[src/rtl/fpu_ctrl_pkg.sv]
// fpu_ctrl_pkg: opcode, response-error and FSM state types plus opcode classifiers
package fpu_ctrl_pkg;

    typedef enum logic [3:0] {
        OPC_FCLASS = 4'd0,
        OPC_SGNINJ = 4'd1,
        OPC_CMP    = 4'd2,
        OPC_MINMAX = 4'd3,
        OPC_I2F    = 4'd4,
        OPC_F2I    = 4'd5,
        OPC_ADDSUB = 4'd6,
        OPC_MUL    = 4'd7,
        OPC_FMA    = 4'd8,
        OPC_DIV    = 4'd9,
        OPC_SQRT   = 4'd10
    } opc_e;

    typedef enum logic [1:0] {
        ERR_OK      = 2'b00,
        ERR_ILLEGAL = 2'b01,
        ERR_TIMEOUT = 2'b10
    } resp_err_e;

    typedef enum logic [1:0] {IDLE, EXEC, WAIT, RESP} state_e;

    function automatic logic is_multicycle(input logic [3:0] opc);
        return opc == OPC_DIV || opc == OPC_SQRT;
    endfunction

    // sgninj and cmp only define sub-ops 0..2
    function automatic logic is_illegal(input logic [3:0] opc, input logic [1:0] op);
        return opc > 4'd10 || ((opc == OPC_SGNINJ || opc == OPC_CMP) && op == 2'b11);
    endfunction

endpackage

[src/rtl/fpu_cmd_fifo.sv]
// fpu_cmd_fifo: registered command queue, no bypass, flush empties it in one cycle
module fpu_cmd_fifo #(
    parameter int DEPTH = 4,
    parameter int W     = 8
) (
    input  logic         clk,
    input  logic         rst,
    input  logic         push_i,
    input  logic         pop_i,
    input  logic         flush_i,
    input  logic [W-1:0] din_i,
    output logic [W-1:0] dout_o,
    output logic         full_o,
    output logic         empty_o
);
    localparam int AW = $clog2(DEPTH);

    logic [W-1:0]  mem_q [DEPTH];
    logic [AW-1:0] wr_q, rd_q;
    logic [AW:0]   cnt_q;
    logic          do_push, do_pop;

    assign full_o  = cnt_q == (AW+1)'(DEPTH);
    assign empty_o = cnt_q == '0;
    assign do_push = push_i && !full_o && !flush_i;
    assign do_pop  = pop_i && !empty_o && !flush_i;
    assign dout_o  = mem_q[rd_q];

    always_ff @(posedge clk) begin
        if (rst || flush_i) begin
            wr_q  <= '0;
            rd_q  <= '0;
            cnt_q <= '0;
        end else begin
            if (do_push) wr_q <= wr_q + 1'b1;
            if (do_pop) rd_q <= rd_q + 1'b1;
            cnt_q <= cnt_q + (AW+1)'(do_push) - (AW+1)'(do_pop);
        end
    end

    always_ff @(posedge clk) begin
        if (do_push) mem_q[wr_q] <= din_i;
    end

endmodule

[src/rtl/fpu_issue_ctrl.sv]
// fpu_issue_ctrl: queues tagged FPU commands, issues them one-hot, waits on div/sqrt,
// returns tagged responses and keeps sticky IEEE flags.
module fpu_issue_ctrl
    import fpu_ctrl_pkg::*;
#(
    parameter int DEPTH   = 4,
    parameter int TAG_W   = 4,
    parameter int TIMEOUT = 64
) (
    input  logic             clk,
    input  logic             rst,
    input  logic             cmd_valid,
    output logic             cmd_ready,
    input  logic [3:0]       cmd_opc,
    input  logic [1:0]       cmd_op,
    input  logic [2:0]       cmd_rm,
    input  logic [31:0]      cmd_a,
    input  logic [31:0]      cmd_b,
    input  logic [31:0]      cmd_c,
    input  logic [TAG_W-1:0] cmd_tag,
    input  logic             flush,
    output logic             resp_valid,
    input  logic             resp_ready,
    output logic [31:0]      resp_data,
    output logic [4:0]       resp_exc,
    output logic [TAG_W-1:0] resp_tag,
    output logic [1:0]       resp_err,
    output logic [4:0]       fflags,
    input  logic             fflags_clr,
    output logic             busy,
    output logic [10:0]      fpu_valid,
    output logic [1:0]       fpu_op,
    output logic [2:0]       fpu_rm,
    output logic [31:0]      fpu_a,
    output logic [31:0]      fpu_b,
    output logic [31:0]      fpu_c,
    output logic             fpu_cancel,
    input  logic [31:0]      fpu_result,
    input  logic [4:0]       fpu_exc,
    input  logic             fpu_div_done,
    input  logic             fpu_sqrt_done
);
    localparam int CW = 4 + 2 + 3 + 96 + TAG_W;
    localparam int TW = $clog2(TIMEOUT);

    state_e          state_q, state_d;
    logic [CW-1:0]   cmd_q, cmd_d, fifo_dout;
    logic [31:0]     data_q, data_d;
    logic [4:0]      exc_q, exc_d, fflags_q, fflags_d;
    resp_err_e       err_q, err_d;
    logic [TW-1:0]   timer_q, timer_d;
    logic [3:0]      opc;
    logic            pop, fifo_full, fifo_empty, own_done, accept;

    fpu_cmd_fifo #(.DEPTH(DEPTH), .W(CW)) u_fifo (
        .clk     (clk),
        .rst     (rst),
        .push_i  (cmd_valid),
        .pop_i   (pop),
        .flush_i (flush),
        .din_i   ({cmd_opc, cmd_op, cmd_rm, cmd_a, cmd_b, cmd_c, cmd_tag}),
        .dout_o  (fifo_dout),
        .full_o  (fifo_full),
        .empty_o (fifo_empty)
    );

    assign {opc, fpu_op, fpu_rm, fpu_a, fpu_b, fpu_c, resp_tag} = cmd_q;
    assign cmd_ready  = !fifo_full;
    assign resp_valid = state_q == RESP;
    assign resp_data  = data_q;
    assign resp_exc   = exc_q;
    assign resp_err   = err_q;
    assign fflags     = fflags_q;
    assign busy       = state_q != IDLE || !fifo_empty;
    assign fpu_valid  = state_q == EXEC ? 11'(1) << opc : '0;
    assign fpu_cancel = flush && state_q == WAIT;
    assign own_done   = opc == OPC_DIV ? fpu_div_done : fpu_sqrt_done;
    assign accept     = resp_valid && resp_ready && !flush;

    always_comb begin
        state_d  = state_q;
        cmd_d    = cmd_q;
        data_d   = data_q;
        exc_d    = exc_q;
        err_d    = err_q;
        timer_d  = timer_q;
        pop      = 1'b0;
        fflags_d = (fflags_clr ? 5'b0 : fflags_q) | (accept && err_q == ERR_OK ? exc_q : 5'b0);
        unique case (state_q)
            IDLE: if (!fifo_empty) begin
                pop   = 1'b1;
                cmd_d = fifo_dout;
                if (is_illegal(fifo_dout[CW-1 -: 4], fifo_dout[CW-5 -: 2])) begin
                    state_d = RESP;
                    data_d  = '0;
                    exc_d   = '0;
                    err_d   = ERR_ILLEGAL;
                end else begin
                    state_d = EXEC;
                end
            end
            EXEC: if (is_multicycle(opc)) begin
                timer_d = '0;
                state_d = WAIT;
            end else begin
                data_d  = fpu_result;
                exc_d   = fpu_exc;
                err_d   = ERR_OK;
                state_d = RESP;
            end
            WAIT: if (own_done) begin
                data_d  = fpu_result;
                exc_d   = fpu_exc;
                err_d   = ERR_OK;
                state_d = RESP;
            end else if (timer_q == TW'(TIMEOUT - 1)) begin
                data_d  = '0;
                exc_d   = '0;
                err_d   = ERR_TIMEOUT;
                state_d = RESP;
            end else begin
                timer_d = timer_q + 1'b1;
            end
            RESP: if (resp_ready) state_d = IDLE;
            default: state_d = IDLE;
        endcase
        if (flush) state_d = IDLE;
    end

    always_ff @(posedge clk) begin
        if (rst) begin
            state_q  <= IDLE;
            cmd_q    <= '0;
            data_q   <= '0;
            exc_q    <= '0;
            err_q    <= ERR_OK;
            timer_q  <= '0;
            fflags_q <= '0;
        end else begin
            state_q  <= state_d;
            cmd_q    <= cmd_d;
            data_q   <= data_d;
            exc_q    <= exc_d;
            err_q    <= err_d;
            timer_q  <= timer_d;
            fflags_q <= fflags_d;
        end
    end

endmodule

[config.mk]
export PLATFORM = sky130hd
export DESIGN_NAME = fpu_issue_ctrl
export DESIGN_NICKNAME = d
export VERILOG_FILES = /design/src/rtl/fpu_ctrl_pkg.sv /design/src/rtl/fpu_cmd_fifo.sv /design/src/rtl/fpu_issue_ctrl.sv
export SDC_FILE = /design/constraint.sdc
export NUM_CORES = 1
export LEC_CHECK = 0
export ABC_AREA = 1
export CAP_MARGIN = 30
export CORE_MARGIN = 5
export CORE_UTILIZATION = 61
export CTS_BUF_LIST = sky130_fd_sc_hd__clkbuf_8
export DETAILED_ROUTE_END_ITERATION = 16
export GPL_TIMING_DRIVEN = 0
export PLACE_DENSITY = 0.86
export SYNTH_ARGS = -nofsm -noshare
export SYNTH_HDL_FRONTEND = slang
export SYNTH_SLANG_ARGS = --single-unit
[constraint.sdc]
create_clock -name clk -period 18.68 [get_ports clk]
set_clock_uncertainty 0.2 [all_clocks]
set_input_delay 1.868 -clock clk [delete_from_list [all_inputs] [get_ports clk]]
set_output_delay 1.868 -clock clk [all_outputs]
set_load 0.01 [all_outputs]
==> flow_metrics.tcl <==
set metrics [dict create \
    status "finished clean" \
    fin_crit_ns 5.21 \
    drt-total-wl_mm 65.8 \
    maxCapViolCount 0 \
    dr.pass1.iters 9 \
    multiInputGateArea_um2 5690 \
    synth_top_area_frac 0.552 \
    clock_path_buffers 3 \
    io_pins 318 \
    ctsResizeCount 0 \
    min_path_type "reg2reg" \
    first_global_vias 18500 \
    antenna_left 0 \
    dp_hpwl_mm 42.8 \
    place_area_um2 27900 \
    worstMarginPinSlew_ns 0.943 \
    maxSlewViolCount 0 \
    wl_per_cell_um 20.9 \
    start_util 0.615 \
    crit_path_start_kind "input pin" \
    syn_area_um2 23700 \
    num_rows 72 \
    final_core_util 0.770 \
    via_count 18200 \
    grt_pass1_wl_mm 101 \
    cts_buffers 91 \
    cts.reportedPaths.clkPinSlew_ns 0.06 \
    port_buffers 317 \
    required_ns 16.61 \
    die_area_um2 42900 \
    core_area_um2 38600 \
    die_w_um 207 \
    syn_inst 2126 \
    fin_crit_sh 0.279 \
    max-vdd-ir-drop_v 0.0000704 \
    syn_to_final_growth_pct 25.2 \
    htreeDepth 3 \
    synth-main-ff-cell "edfxtp_1" \
    holdBufCountCts 0 \
    routabilityCongestion 0.889 \
    grt_max_degree 30 \
    synth_fp_nets 2293 \
    cp.arrival_ns 3.14 \
    critPathKind "in2out" \
    power.density_nw_per_um2 106 \
    yosys-top-cells-area "edfxtp_1, dfxtp_1, nor2_1" \
    drive_gt1_frac 0.113 \
    drc 0 \
    syn-mean-instance-area_um2 11.2 \
    yosysUniqueCellTypes 34 \
    p_leak_uw 0.0109 \
    final-setup-viol-count 0 \
    fin_setup_tns_ns 0 \
    fin_area_um2 29700 \
    synth_top_area_cell "edfxtp_1" \
    avgViaCountPerCell 5.76 \
    seq_area_frac_synth 0.695 \
    grt.total_usage 0.296 \
    die_h_um 207 \
    rsz0062_at_grt "no" \
    cts_tree "yes" \
    seqCellArea_um2 16500 \
    drtIter0Drc 1950 \
    grt_antenna_before_repair 13 \
    synth_seq_cells 606 \
    nNetsFinal 2719 \
    hold_viol_final 0 \
    synthArstFlopShare 0 \
    yosys_warnings 0 \
    grt-ovfl-total 0 \
    synth_edf_count 436 \
    critPathCaptureType "output port" \
    cts_setup_buffers 0 \
    max_freq_ghz 0.192 \
    slew_headroom 0.371 \
    nFillCells 2309 \
    root_buffer "clkbuf_8" \
    clk_latency_ns 0.65 \
    crit_fanout 5 \
    cts_sinks 606 \
]
metal layers:
metal  vias up  track usage  wire [um]
met5         -            0         72
met3       201       0.0629       5810
met4        12        0.142       2810
met1      8635        0.356      23600
met2      1141        0.512      33500
li1       8186            -          -
layout make-up:
type / count / area share
clock inverter: 72 / 0.0139
sequential: 606 / 0.556
multi-input combinational: 1227 / 0.192
buffer: 237 / 0.0456
inverter: 56 / 0.00708
antenna: 7 / 0.000590
tap: 518 / 0.0218
clock buffer: 99 / 0.0459
timing repair buffer: 333 / 0.118
registers in the layout, summed over array words and instances (netlist names), named ones only:
register	flops
cmd_q	109
fflags	5
resp_data	32
resp_err	2
resp_exc	5
state_q	2
timer_q	6
u_fifo.cnt_q	3
u_fifo.mem_q	436
u_fifo.rd_q	2
u_fifo.wr_q	2
critical path, stage by stage:
cell             delay, ns
clkdlybuf4s50_1       0.58
nand2_1               0.08
inv_1                 0.07
clkdlybuf4s50_1       0.53
synthesized netlist by cell type (2+ instances only):
master,n
nand2_1,131
edfxtp_1,436
nand3_1,77
buf_2,33
nand2_2,2
nor2_1,505
o21ai_0,319
or2_2,2
clkbuf_1,85
nor3_1,2
buf_1,10
a31oi_1,106
buf_6,4
xnor2_1,2
a21oi_1,52
inv_1,52
inv_2,4
dfxtp_1,170
nor4_1,2
ha_1,12
buf_4,105
xor2_1,3
through the flow:
step                      cells  total power (uW)  setup slack [ns]  hold slack, ns
after detailed placement   2977              2130             13.48           0.255
after CTS                  3148              3160             13.48           0.265
after global placement     2961              2110              6.99           0.247
final                      3155              3160             13.47           0.264
after global routing       3154              3270             13.42           0.300
after floorplan            2126              1860             11.20           0.236
cell usage in the layout (no fill, tap or decap), types with 2 or more instances in the layout:
cell	Yosys	layout
nor4_1	2	2
buf_4	105	105
clkbuf_8	0	99
buf_6	4	4
buf_12	0	15
nor2_1	505	501
ha_1	12	12
diode_2	0	7
nand2_1	131	131
nand2_2	2	2
nor2_4	1	5
a21oi_1	52	52
buf_1	10	10
edfxtp_1	436	436
clkinv_1	0	13
or2_2	2	2
inv_6	0	2
inv_1	52	91
nor3_1	2	2
xor2_1	3	3
bufinv_16	0	4
clkdlybuf4s50_1	0	317
buf_2	33	33
nand3_1	77	77
clkbuf_1	85	85
inv_2	4	4
dfxtp_1	170	170
clkinv_2	0	12
a31oi_1	106	106
xnor2_1	2	2
o21ai_0	319	319
cell families (layout without fill, tap and decap cells):
family          count (synthesis)  count (layout)  share of synthesized area
compound gates                482             482                      0.108
other cells                     0               7                          0
buf+inv                       293             797                     0.0660
simple gates                  727             727                      0.121
fa+ha+maj                      13              13                    0.00717
xor+xnor                        5               5                    0.00185
flops                         606             606                      0.695
worst paths after layout:
kind / start / endpoint / slack (ns) / depth (start not counted)
setup reg to reg: state_q[0] / cmd_q[86] / 15.82 / 8
hold / removal: u_fifo.rd_q[1] / flop / 0.26 / 2
hold reg to reg: u_fifo.rd_q[1] / flop / 0.26 / 2
setup / recovery: flush / fpu_cancel / 13.47 / 4
where the power goes:
| part | internal (uW) | switching, uW |
|---|---|---|
| registers | 1520 | 46.9 |
| clock network | 546 | 501 |
| logic | 255 | 288 |
| total | 2320 | 835 |
No activity file was read; power rests on OpenSTA's default activity.
